## config.mk

```make
export PLATFORM = sky130hd
export DESIGN_NAME = mlp_neuron_mac
export DESIGN_NICKNAME = d
export VERILOG_FILES = /design/src/rtl/mlp_neuron_mac.sv
export SDC_FILE = /design/constraint.sdc
export NUM_CORES = 1
export LEC_CHECK = 0
export ABC_AREA = 1
export CORE_ASPECT_RATIO = 2
export CORE_MARGIN = 4
export CORE_UTILIZATION = 56
export DETAILED_ROUTE_END_ITERATION = 10
export PLACE_DENSITY = 0.87
export SYNTH_ARGS = -nofsm -noshare
export SYNTH_HDL_FRONTEND = slang
export SYNTH_SLANG_ARGS = --single-unit
export TNS_END_PERCENT = 30
```

## constraint.sdc

```tcl
create_clock -name clk -period 3.2 [get_ports clk]
set_clock_uncertainty 0.1 [all_clocks]
set_input_delay 0.48 -clock clk [delete_from_list [all_inputs] [get_ports clk]]
set_output_delay 0.48 -clock clk [all_outputs]
set_load 0.005 [all_outputs]
```

## src/rtl/mlp_neuron_mac.sv

```systemverilog
// mlp_neuron_mac: streaming signed MAC neuron with bias, saturating accumulate,
// shift requantisation and optional ReLU over valid/ready handshakes.
module mlp_neuron_mac #(
    parameter int IN_W    = 4,
    parameter int WT_W    = 4,
    parameter int ACC_W   = 16,
    parameter int OUT_W   = 8,
    parameter int SHIFT_W = 4
) (
    input  logic                      clk,
    input  logic                      rst_n,
    input  logic                      cfg_relu,
    input  logic [SHIFT_W-1:0]        cfg_shift,
    input  logic signed [ACC_W-1:0]   bias_in,
    input  logic                      in_valid,
    output logic                      in_ready,
    input  logic signed [IN_W-1:0]    in_x,
    input  logic signed [WT_W-1:0]    in_w,
    input  logic                      in_last,
    output logic                      out_valid,
    input  logic                      out_ready,
    output logic signed [OUT_W-1:0]   out_data,
    output logic signed [ACC_W-1:0]   out_acc,
    output logic                      out_ovf
);
    localparam logic [1:0] ACCUM = 2'd0, DRAIN = 2'd1, HOLD = 2'd2;
    localparam int PW = IN_W + WT_W;
    localparam logic signed [ACC_W-1:0] ACC_MAX = {1'b0, {(ACC_W-1){1'b1}}};
    localparam logic signed [ACC_W-1:0] ACC_MIN = ~ACC_MAX;
    localparam logic signed [ACC_W-1:0] OUT_MAX = {{(ACC_W-OUT_W+1){1'b0}}, {(OUT_W-1){1'b1}}};
    localparam logic signed [ACC_W-1:0] OUT_MIN = ~OUT_MAX;

    logic [1:0] state;
    logic first, p_valid, p_first, relu_r, ovf, accept, sat;
    logic [SHIFT_W-1:0] shift_r;
    logic signed [PW-1:0] prod;
    logic signed [ACC_W-1:0] acc, bias_r, base, shifted;
    logic signed [ACC_W:0] sum;
    logic signed [OUT_W-1:0] clip;

    assign in_ready  = state == ACCUM;
    assign out_valid = state == HOLD;
    assign accept    = in_valid && in_ready;
    assign base      = p_first ? bias_r : acc;
    assign sum       = {base[ACC_W-1], base} + {{(ACC_W+1-PW){prod[PW-1]}}, prod};
    // Top two bits of the widened sum disagree exactly when it left the ACC_W range.
    assign sat       = sum[ACC_W] != sum[ACC_W-1];
    assign shifted   = acc >>> shift_r;
    assign clip      = shifted > OUT_MAX ? OUT_MAX[OUT_W-1:0] :
                       shifted < OUT_MIN ? OUT_MIN[OUT_W-1:0] : shifted[OUT_W-1:0];
    assign out_data  = (relu_r && clip[OUT_W-1]) ? '0 : clip;
    assign out_acc   = acc;
    assign out_ovf   = ovf;

    always_ff @(posedge clk or negedge rst_n) begin
        if (!rst_n) begin
            state   <= ACCUM;
            first   <= 1'b1;
            p_valid <= 1'b0;
            p_first <= 1'b0;
            prod    <= '0;
            acc     <= '0;
            bias_r  <= '0;
            relu_r  <= 1'b0;
            shift_r <= '0;
            ovf     <= 1'b0;
        end else begin
            p_valid <= accept;
            if (accept) begin
                prod    <= PW'(in_x) * PW'(in_w);
                p_first <= first;
                first   <= 1'b0;
                if (first) begin
                    bias_r  <= bias_in;
                    relu_r  <= cfg_relu;
                    shift_r <= cfg_shift;
                end
            end
            if (p_valid) begin
                acc <= sat ? (sum[ACC_W] ? ACC_MIN : ACC_MAX) : sum[ACC_W-1:0];
                ovf <= (ovf && !p_first) || sat;
            end
            case (state)
                ACCUM:   if (accept && in_last) state <= DRAIN;
                DRAIN:   if (!p_valid) state <= HOLD;
                HOLD:    if (out_ready) begin
                    state <= ACCUM;
                    first <= 1'b1;
                end
                default: state <= ACCUM;
            endcase
        end
    end
endmodule

```

After elaboration in Yosys (flattened, before gate mapping)
Cells that the tools add are included.
Word-level totals
  register bits: 51
  logic and storage cells: 43
Operators by class
  add/sub/neg operators: 1
  multipliers: 1
  magnitude comparators: 2
  equal/unequal tests: 6
  shift operators: 1
  multiplexer cells: 13
  reductions and logical operators: 9
Operators by type and width (number)
  $mux 16: 3
  $mux 8: 3
  $add 16x8->17: 1
  $gt 16x8->1 const B: 1
  $lt 16x8->1 const B: 1
  $sshr 16x4->16: 1
  $mul 4x4->8: 1
  $mux 2: 3
  $pmux 2 s3: 1
  $logic_and 1x1->1: 4
  $ne 2x1->1 const B: 2
  $mux 1: 3
  $reduce_and 3->1: 1
  $eq 2x1->1 const B: 1
  $eq 2x2->1 const B: 1
  $logic_not 2->1: 1
  $ne 2x2->1 const B: 1
  $reduce_and 2->1: 1
  $logic_not 1->1: 1
  $logic_or 1x1->1: 1
  $ne 1x1->1: 1

Depth between registers and ports, before layout
  word-level depth: 6
  mapped depth: 20

Least setup slack after synthesis
No wires, ideal clock.
  path type: input to register
  from: input in_w[3]
  to: register prod[7]
  arrival time: 3555 ps
  required time: 2965 ps
  path slack: -591 ps
  stages: 14
  buffers on the path: 0
  path through: inv_1 > or2_2 > fa_1 > fa_1 > inv_1 > fa_1 > ha_1 > fa_1 > nand2_1 > nand2_1 > a21oi_1 > xor2_1 > xor2_1 > o21ai_0
Between the ends
  longest elaborated chain between the ends: 1
Ends and longest elaborated chain
  start, declared: RTL line 18  | input logic signed [WT_W-1:0] in_w,
  $mul 4x4->8: RTL line 70  | prod <= PW'(in_x) * PW'(in_w);
  end signal, assigned: RTL line 70
  end, declared: RTL line 36  | logic signed [PW-1:0] prod;
No other way between the ends.
A chain may end at the register's enable or synchronous reset.

Worst setup path after layout
Ends and elaborated chain as after synthesis.

==> flow_summary.yaml <==
run_status:
  status: "finished, violations left"
  violations: "setup timing"
clock_network:
  clk_pin_slew_ns: 0.07
  clock-sinks: 51
  root_buffer: "clkbuf_16"
  clock_latency_ns: 0.30
  tritoncts: "yes"
  numCtsBuffers: 5
  htreeDepth: 2
  ctsHoldBuffers: 0
  clk_path_buf_depth: 2
timing:
  finalHoldViolCount: 0
  slew_viol_final: 0
  tightest_slew_ns: 0.681
  rsz0062_at_grt: "yes"
  slew_headroom_pct: 54.6
  clock.fmax_mhz: 270
  setup_viol: 3
  finalCriticalPeriod_ns: 3.70
  worst_hold_slack_ns: 0.108
  period_share_pct: 116
  fin_ws_ns: -0.498
global_routing:
  grt_max_degree: 30
  grt_overflow: 0
  grt_pass1_vias: 4871
  grt.total_usage_pct: 29.9
  grt_pass1_wl_mm: 22.5
  antenna_found_initial: 0
finish:
  drive_gt1_share_pct: 15.6
  seqCellArea_um2: 1280
  final_common_cell: "nand2_1"
  multi_input_area_um2: 2950
  fillCellCount: 639
  n_antenna_cell: 0
  fin_util_pct: 71.7
  final_cell_mix: "nand2_1, inv_1, clkdlybuf4s50_1"
  layout.nets: 789
  area_growth_pct: 24.9
yosys:
  yosys_warnings: 0
  ys_ff_latch: 51
  syn_area_per_cell_um2: 7.12
  netlist_area_um2: 4530
  syn-num-nets: 708
  yosysUniqueCellTypes: 41
  synth.yosys.seq_area_share_pct: 28.2
  synthCells: 636
worst_setup_path:
  r2r_setup_slack_ns: 0.24
  crit_arrival_ns: 3.76
  path_class: "primary input to register"
  path_max_fanout: 2
  critPathCaptureType: "register"
  required_ns: 3.26
  critPathLaunchType: "primary input"
  r2r_cells: 12
placement:
  port_buffers: 60
  gp_congestion: 0.994
  dpl.hpwl_mm: 11.2
job:
  cap_violations: 0
worst_hold_path:
  min_path_type: "primary input to asynchronous set/reset pin"
drt:
  drc_errors: 0
  drt-total-wl_mm: 13.9
  ant_nets: 0
  drtIter0Drc: 220
  via_count: 4580
  wire_per_inst_um: 17.1
  drt-pass1-iter-count: 4
  vias_per_cell: 5.63
die:
  initial_utilization_pct: 57.4
  io_pins: 61
  chipWidth_um: 71.6
  dieArea_um2: 9670
  num_rows: 46
  die_h_um: 135
  coreArea_um2: 7890
-- cell families after synthesis --
| group | after synthesis | share of synthesized area (%) |
|---|---|---|
| AOI/OAI and AO/OA | 91 | 12.2 |
| xor gates and xnor gates | 17 | 3.29 |
| adders and majority gates | 38 | 12.2 |
| buffers and inverters | 89 | 8.54 |
| DFF | 51 | 28.2 |
| muxes | 17 | 4.23 |
| and+or+nand+nor | 333 | 31.3 |
-- final timing paths --
check                                    startpoint                endpoint
min in group clk                prod[4]$_DFFE_PN0P_     prod[4]$_DFFE_PN0P_
worst min register to register  prod[4]$_DFFE_PN0P_     prod[4]$_DFFE_PN0P_
worst max-delay path                        in_w[3]     prod[7]$_DFFE_PN0P_
max in group asynchronous                     rst_n   bias_r[8]$_DFFE_PN0P_
worst max register to register  p_first$_DFFE_PN0P_  out_acc[0]$_DFFE_PN0P_
worst min-delay path                          rst_n  shift_r[2]$_DFFE_PN0P_
-- per-stage QoR --
| step | setup TNS, ns | cells | setup slack [ns] | instance area, um2 |
|---|---|---|---|---|
| finish | -0.866 | 814 | -0.498 | 5660 |
| detailed placement | -3.90 | 803 | -1.25 | 5380 |
| global placement | -3.24 | 803 | -1.06 | 5380 |
| floorplan | -0.381 | 636 | -0.381 | 4550 |
| global route | -2.05 | 814 | -0.584 | 5660 |
| CTS | -0.915 | 813 | -0.501 | 5580 |
-- state kept, by name, summed over array words and instances, names as in the netlist --
signal	count
p_valid	1
prod	8
p_first	1
out_acc	16
bias_r	16
state	2
first	1
relu_r	1
shift_r	4
out_ovf	1
-- worst max-delay path, cell delays in order --
cell and delay [ns]:
buf_12 0.10, inv_12 0.03, or2_4 0.24, fa_1 0.48
fa_1 0.52, inv_2 0.05, fa_1 0.53, ha_4 0.20
fa_2 0.41, nand2_2 0.08, nand2_2 0.06, a21oi_2 0.15
xor2_1 0.19, xor2_1 0.18, o21ai_1 0.07
-- routing by layer --
metal	global-route usage [%]	part of all wire [%]	vias up
met5	0	0	-
li1	-	-	2202
met3	3.05	2.8	57
met2	60.7	59	135
met4	19.0	6.2	0
met1	25.9	32	2186
-- cell usage after synthesis --
library cell / count / area share (%)
o21ai_2: 1 / 0.19
or2_0: 1 / 0.14
buf_6: 3 / 0.75
nand4_1: 2 / 0.28
nor3_2: 2 / 0.44
nand3_1: 49 / 5.4
o21bai_1: 2 / 0.33
buf_2: 5 / 0.55
nand2_1: 213 / 18
o31ai_1: 2 / 0.33
or2_1: 1 / 0.14
clkinv_1: 2 / 0.17
nor2_8: 2 / 0.88
a21oi_2: 8 / 1.5
xnor2_1: 4 / 0.77
a21oi_4: 3 / 1.1
a22o_1: 1 / 0.19
nand2_4: 3 / 0.75
o21ai_0: 34 / 3.8
inv_1: 64 / 5.3
nand2_2: 9 / 1.2
fa_1: 10 / 4.4
xor2_1: 13 / 2.5
and2_1: 1 / 0.14
clkbuf_1: 10 / 0.83
o211ai_1: 2 / 0.33
ha_1: 28 / 7.7
nor2_1: 48 / 4.0
or2_2: 1 / 0.14
a21o_1: 1 / 0.17
inv_2: 2 / 0.17
a32o_1: 1 / 0.22
and2_0: 1 / 0.14
buf_12: 1 / 0.44
dfrtp_1: 50 / 28
mux2_2: 17 / 4.2
dfstp_2: 1 / 0.58
buf_4: 2 / 0.33
o22ai_1: 1 / 0.14
a31oi_1: 2 / 0.28
a21oi_1: 33 / 3.6
-- what timing repair did --
item	CTS	global route
setup endpoints to repair	12	11
resized for setup	20	17
pin swaps	11	11
buffers inserted	2	2
-- cell type report --
cell class	instances	share of cell area, %
multi-input combinational	496	52.2
sequential	51	22.6
timing repair buffer	95	15.3
inverter	68	4.80
clock buffer	6	2.28
tap	96	2.12
clock inverter	2	0.664
Power is not shown: default switching activity piles up to over one toggle a cycle in this logic, so the estimate is an artifact.
